`config.mk`:
```
export PLATFORM = sky130hd
export DESIGN_NAME = answer_collector
export DESIGN_NICKNAME = d
export VERILOG_FILES = /design/src/rtl/answer_collector.sv
export SDC_FILE = /design/constraint.sdc
export NUM_CORES = 1
export LEC_CHECK = 0
export CAP_MARGIN = 20
export CORE_ASPECT_RATIO = 1.4
export CORE_MARGIN = 2
export CORE_UTILIZATION = 53
export DETAILED_ROUTE_END_ITERATION = 8
export PLACE_DENSITY = 0.83
export SYNTH_ARGS = -nofsm -noshare
export SYNTH_HDL_FRONTEND = slang
export SYNTH_SLANG_ARGS = --single-unit
export TNS_END_PERCENT = 20
```
`constraint.sdc`:
```
create_clock -name clk -period 4.35 [get_ports clk]
set_input_delay 0.87 -clock clk [delete_from_list [all_inputs] [get_ports clk]]
set_output_delay 0.87 -clock clk [all_outputs]
set_load 0.01 [all_outputs]
```
`src/rtl/answer_collector.sv`:
```
// Answer-entry FSM for a grid memory game: the player steers a cursor, toggles cells, submits.
// Optional build macro ANSWER_TIMEOUT_EN adds an ENTRY-phase timeout (TIMEOUT_CYCLES).
module answer_collector #(
  parameter int unsigned TIMEOUT_CYCLES = 30
) (
  input  logic        clk,
  input  logic        reset,
  input  logic        en,
  input  logic        start,
  input  logic [1:0]  level,
  input  logic [24:0] target,
  input  logic        btn_up,
  input  logic        btn_down,
  input  logic        btn_left,
  input  logic        btn_right,
  input  logic        btn_toggle,
  input  logic        btn_submit,
  output logic [24:0] grid,
  output logic [2:0]  cur_row,
  output logic [2:0]  cur_col,
  output logic        done,
  output logic        ans,
  output logic        timed_out,
  output logic [1:0]  o_state
);

  typedef enum logic [1:0] {
    ST_IDLE   = 2'b00,
    ST_ENTRY  = 2'b01,
    ST_CHECK  = 2'b10,
    ST_RESULT = 2'b11
  } state_t;

  state_t      r_state, w_state_nxt;
  logic [2:0]  r_n, w_n_nxt;
  logic [24:0] r_target, w_target_nxt;
  logic [24:0] r_grid, w_grid_nxt;
  logic [2:0]  r_row, w_row_nxt;
  logic [2:0]  r_col, w_col_nxt;
  logic        r_ans, w_ans_nxt;

  logic [2:0]  w_level_n;
  logic [24:0] w_level_mask;
  logic [24:0] w_mask;
  logic [4:0]  w_idx;
  logic        w_match;
  logic        w_timed_out_cur;

`ifdef ANSWER_TIMEOUT_EN
  localparam int TMR_W = (TIMEOUT_CYCLES < 2) ? 1 : $clog2(TIMEOUT_CYCLES + 1);
  localparam logic [TMR_W-1:0] TMR_LOAD = TMR_W'(TIMEOUT_CYCLES);

  logic [TMR_W-1:0] r_timer, w_timer_nxt;
  logic             r_timed_out, w_timed_out_nxt;
  logic             w_expire;

  // The cycle holding the last remaining count is the final ENTRY cycle.
  assign w_expire        = (r_timer <= TMR_W'(1));
  assign w_timed_out_cur = r_timed_out;
`else
  assign w_timed_out_cur = 1'b0;
`endif

  always_comb begin
    w_level_n = 3'd3;
    case (level)
      2'b10:   w_level_n = 3'd4;
      2'b11:   w_level_n = 3'd5;
      default: w_level_n = 3'd3;
    endcase
  end

  always_comb begin
    w_level_mask = 25'h00001FF;
    case (w_level_n)
      3'd4:    w_level_mask = 25'h000FFFF;
      3'd5:    w_level_mask = 25'h1FFFFFF;
      default: w_level_mask = 25'h00001FF;
    endcase
  end

  always_comb begin
    w_mask = 25'h00001FF;
    case (r_n)
      3'd4:    w_mask = 25'h000FFFF;
      3'd5:    w_mask = 25'h1FFFFFF;
      default: w_mask = 25'h00001FF;
    endcase
  end

  assign w_idx   = 5'(r_row) * 5'(r_n) + 5'(r_col);
  assign w_match = (((r_grid ^ r_target) & w_mask) == 25'd0);

  always_ff @(posedge clk) begin
    if (reset) begin
      r_state  <= ST_IDLE;
      r_n      <= 3'd3;
      r_target <= '0;
      r_grid   <= '0;
      r_row    <= '0;
      r_col    <= '0;
      r_ans    <= 1'b0;
`ifdef ANSWER_TIMEOUT_EN
      r_timer     <= TMR_LOAD;
      r_timed_out <= 1'b0;
`endif
    end else if (en) begin
      r_state  <= w_state_nxt;
      r_n      <= w_n_nxt;
      r_target <= w_target_nxt;
      r_grid   <= w_grid_nxt;
      r_row    <= w_row_nxt;
      r_col    <= w_col_nxt;
      r_ans    <= w_ans_nxt;
`ifdef ANSWER_TIMEOUT_EN
      r_timer     <= w_timer_nxt;
      r_timed_out <= w_timed_out_nxt;
`endif
    end
  end

  always_comb begin
    w_state_nxt  = r_state;
    w_n_nxt      = r_n;
    w_target_nxt = r_target;
    w_grid_nxt   = r_grid;
    w_row_nxt    = r_row;
    w_col_nxt    = r_col;
    w_ans_nxt    = r_ans;
`ifdef ANSWER_TIMEOUT_EN
    w_timer_nxt     = r_timer;
    w_timed_out_nxt = r_timed_out;
`endif

    case (r_state)
      ST_IDLE: begin
        if (start) begin
          w_state_nxt  = ST_ENTRY;
          w_n_nxt      = w_level_n;
          w_target_nxt = target & w_level_mask;
          w_grid_nxt   = '0;
          w_row_nxt    = '0;
          w_col_nxt    = '0;
          w_ans_nxt    = 1'b0;
`ifdef ANSWER_TIMEOUT_EN
          w_timer_nxt     = TMR_LOAD;
          w_timed_out_nxt = 1'b0;
`endif
        end
      end

      ST_ENTRY: begin
        // One action per cycle, highest-priority button wins.
        if (btn_submit) begin
          w_state_nxt = ST_CHECK;
        end else if (btn_toggle) begin
          w_grid_nxt = (r_grid ^ (25'd1 << w_idx)) & w_mask;
        end else if (btn_up) begin
          w_row_nxt = (r_row == 3'd0) ? (r_n - 3'd1) : (r_row - 3'd1);
        end else if (btn_down) begin
          w_row_nxt = (r_row == (r_n - 3'd1)) ? 3'd0 : (r_row + 3'd1);
        end else if (btn_left) begin
          w_col_nxt = (r_col == 3'd0) ? (r_n - 3'd1) : (r_col - 3'd1);
        end else if (btn_right) begin
          w_col_nxt = (r_col == (r_n - 3'd1)) ? 3'd0 : (r_col + 3'd1);
        end
`ifdef ANSWER_TIMEOUT_EN
        if (r_timer != '0) begin
          w_timer_nxt = r_timer - TMR_W'(1);
        end
        if (w_expire && !btn_submit) begin
          w_state_nxt     = ST_CHECK;
          w_timed_out_nxt = 1'b1;
        end
`endif
      end

      ST_CHECK: begin
        w_ans_nxt   = w_match & ~w_timed_out_cur;
        w_state_nxt = ST_RESULT;
      end

      ST_RESULT: begin
        w_state_nxt = ST_IDLE;
      end

      default: begin
        w_state_nxt = ST_IDLE;
      end
    endcase
  end

  // Pulse is qualified by en so a frozen RESULT state still yields a single done cycle.
  assign done      = (r_state == ST_RESULT) && en;
  assign grid      = r_grid;
  assign cur_row   = r_row;
  assign cur_col   = r_col;
  assign ans       = r_ans;
  assign timed_out = w_timed_out_cur;
  assign o_state   = r_state;

endmodule

```
==> impl_results.md <==
* Outcome: complete, no violations
* Max-slew violations at 0
* H-tree levels at 3
* DRT Pass-1 Iters at 5
* I/O pin total at 73
* DR vias/cell at 5.92
* DRC viols at 0
* Worst Path Max Fanout at 11
* Critical Path End Type: flop
* RR Startpoint: cur_row[2]
* Area contributors post-synth: dfxtp_1 33%, ha_1 7.3%, nand2_1 6.4%
* Top post-synthesis cells by count: 65 x nand2_1, 62 x dfxtp_1, 43 x a21oi_1
* Top_reg_cell synth: dfxtp_1
* Setup CP Type: flop to flop
* Post-synthesis sequential area ratio at 32.7%
* Num CTS Buffers at 9
* Synth Register Bits at 62
* Routed len/inst at 15.8 um
* GRT overflow at 0
* CTS Hold Bufs at 0
* Share of the synthesized area in the top cell type at 32.7%
* Worst path arrival time at 4000 ps
* Worst path required time at 4640 ps
* Fillers at 608
* Netlist cell types at 55
* HP Start: r_target[12]
* Layout Nets at 587
* Hpwl dp at 7450 um
* First-pass GRT wire length at 15,700 um
* Post-placement cell count at 609
* P_leak at 1.89 nW
* Worst VDD drop at 0.154 mV
* Most frequent cell after synthesis: nand2_1
* WHS at 464 ps
* Clk pwr share at 43.5%
* Critical Path Source: cur_row[2]
* Ant. Diodes at 0
* Area Growth Syn to Fin at 26.1%
* Unrepaired setup endpoints after global routing: false
* IO Port Bufs at 71
* WL final at 9900 um
* CTS tree: yes
* Post-cts resize count at 0
* CORE AREA at 0.00694 mm2
* Worst path slowest cell: fa_1
* Layout cells sized above 1 at 7.36%
* Net switching power at 344 uW
* Crit-path max cell delay at 590 ps
* Non-filler instance count after layout at 625
* Power Internal at 1.01 mW
* Final setup viols at 0
* Comb pwr share at 12.8%
* Post-synth EDFFs at 0
* Slew margin rel. at 29.2%
* Post-Syn Area per Cell at 8.21 um2
* Type of the tightest min-delay check: flop to flop
* Startpoint Class: flop
* # clock sinks at 62
* Final Hold Vio Count at 0
* Clock Skew at 6.57 ps
* Cells after Synth at 462
* Crit path cell chain: nand2_1 -> fa_1 -> inv_1 -> fa_1 -> fa_1 -> or3_1 -> nand2b_1 -> or4_1 -> a21oi_1
* Post-Syn Area at 0.00379 mm2
* RePlAce Congestion at 0.860
* Largest area contributor in the netlist: dfxtp_1
* Clock period minus worst slack at 3710 ps
* Vias post-DR at 3,697
* Initial Util at 54.7%
* Die width at 75.5 um
* Ys async rst share at 0%
* Mapped Nets at 524
* Clock slew at reported path FFs at 70 ps
* Crit share post-route at 85.3%
* Number of global-route vias before repair at 3,362
* Max_cap viols at 0
* Clk root buf: clkbuf_8
* Worst slew pin tran at 1060 ps
* Die Height at 104 um
* Crit path top cell by count: fa_1
* Switching share of power at 25.3%
* Warnings from Yosys at 0
* Pwr dens at 284 mW/mm2
* CTS Buffer Depth at 2
* Initial antenna violation count at 0
* Setup TNS at 0 ps
* Row count at 36
* Initial DRC Count at 296
* Detail Route Antenna Nets at 0
* GRT Total Usage at 25.8%
* Pin count of the biggest net entering global routing at 42
* Die area at 0.00786 mm2
* Peak Freq at 269 MHz
* Sequential share of power at 43.7%
* Post-CTS Setup Inserts at 0
* Clk Latency, worst-skew pair at 350 ps
power by group through the flow:
| stage | combinational [mW] | clock, mW | sequential [mW] |
|---|---|---|---|
| after floorplan | 0.105 | 0 | 0.604 |
| after global placement | 0.168 | 0 | 0.605 |
| after detailed placement | 0.172 | 0 | 0.606 |
| after CTS | 0.173 | 0.597 | 0.593 |
| after global routing | 0.190 | 0.617 | 0.594 |
| final | 0.174 | 0.591 | 0.593 |
cell usage in the layout (no fill, tap or decap), types with 5 or more instances in the layout:
master	synthesis	routed
nand3_1	34	34
clkdlybuf4s50_1	0	71
nand2b_1	6	6
o31ai_1	11	11
clkbuf_8	0	11
inv_1	12	12
a21oi_1	43	43
nand2_1	65	65
xor2_1	15	15
o311ai_0	14	14
xnor2_1	20	20
nand4_1	19	19
and2_1	5	5
nand3b_1	6	6
nor2_1	26	26
buf_4	2	7
dfxtp_1	62	62
ha_1	22	22
or4_1	11	11
o21ai_0	7	7
nor3_1	7	7
per-layer routing:
metal  wire, um  GRT usage, %  up-vias
met5          0             0        -
met4        266          10.3        0
met3        421          4.17       35
met2       5320          45.7      128
met1       3890          29.5     1745
li1           -             -     1789
state kept, by name (all words and copies together), names as in the netlist:
register  flops
r_n           3
r_target     25
cur_col       3
o_state       2
grid         25
ans           1
cur_row       3
area by class of cell:
type                    count  area, um2  share of cell area, %
inverters                  12       45.0                  0.942
well taps                  95        119                   2.49
multi-input cells         362       2380                   49.8
flip-flops and latches     62       1240                   26.0
clock buffers              11        151                   3.17
repair buffers             78        763                   16.0
clock inverters             5       81.3                   1.70
critical path, delay by kind of cell, from the launching register on:
family	cells	cell delay [ps]
fa+ha+maj	3	1590
simple gates	4	1320
flops	1	530
compound gates	1	150
buf+inv	1	50
metrics by stage:
stage,area (um2),power [mW],setup slack (ps),utilization [%]
floorplan,3790,0.709,801,-
global placement,4550,0.773,772,65.6
detailed placement,4550,0.778,660,65.6
CTS,4780,1.36,635,68.9
global route,4780,1.40,437,68.9
finish,4780,1.36,638,68.9
worst paths after layout:
path | slack [ps] | endpoint | cells after the start
hold / removal | 460 | r_target[12] | 2
setup / recovery | 640 | grid[8] | 9
setup reg to reg | 640 | grid[8] | 9
hold reg to reg | 460 | r_target[12] | 2
kinds of logic (layout without fill, tap and decap cells):
logic type	Yosys count	count (layout)	synth area share, %
xor+xnor	37	37	8.94
mux	6	6	1.68
fa+ha+maj	25	25	8.84
flops	62	62	32.7
compound gates	98	98	16.9
buf+inv	38	106	4.46
other cells	1	1	0.0989
simple gates	195	195	26.3
Note: power is estimated with default switching activity, not from simulation.
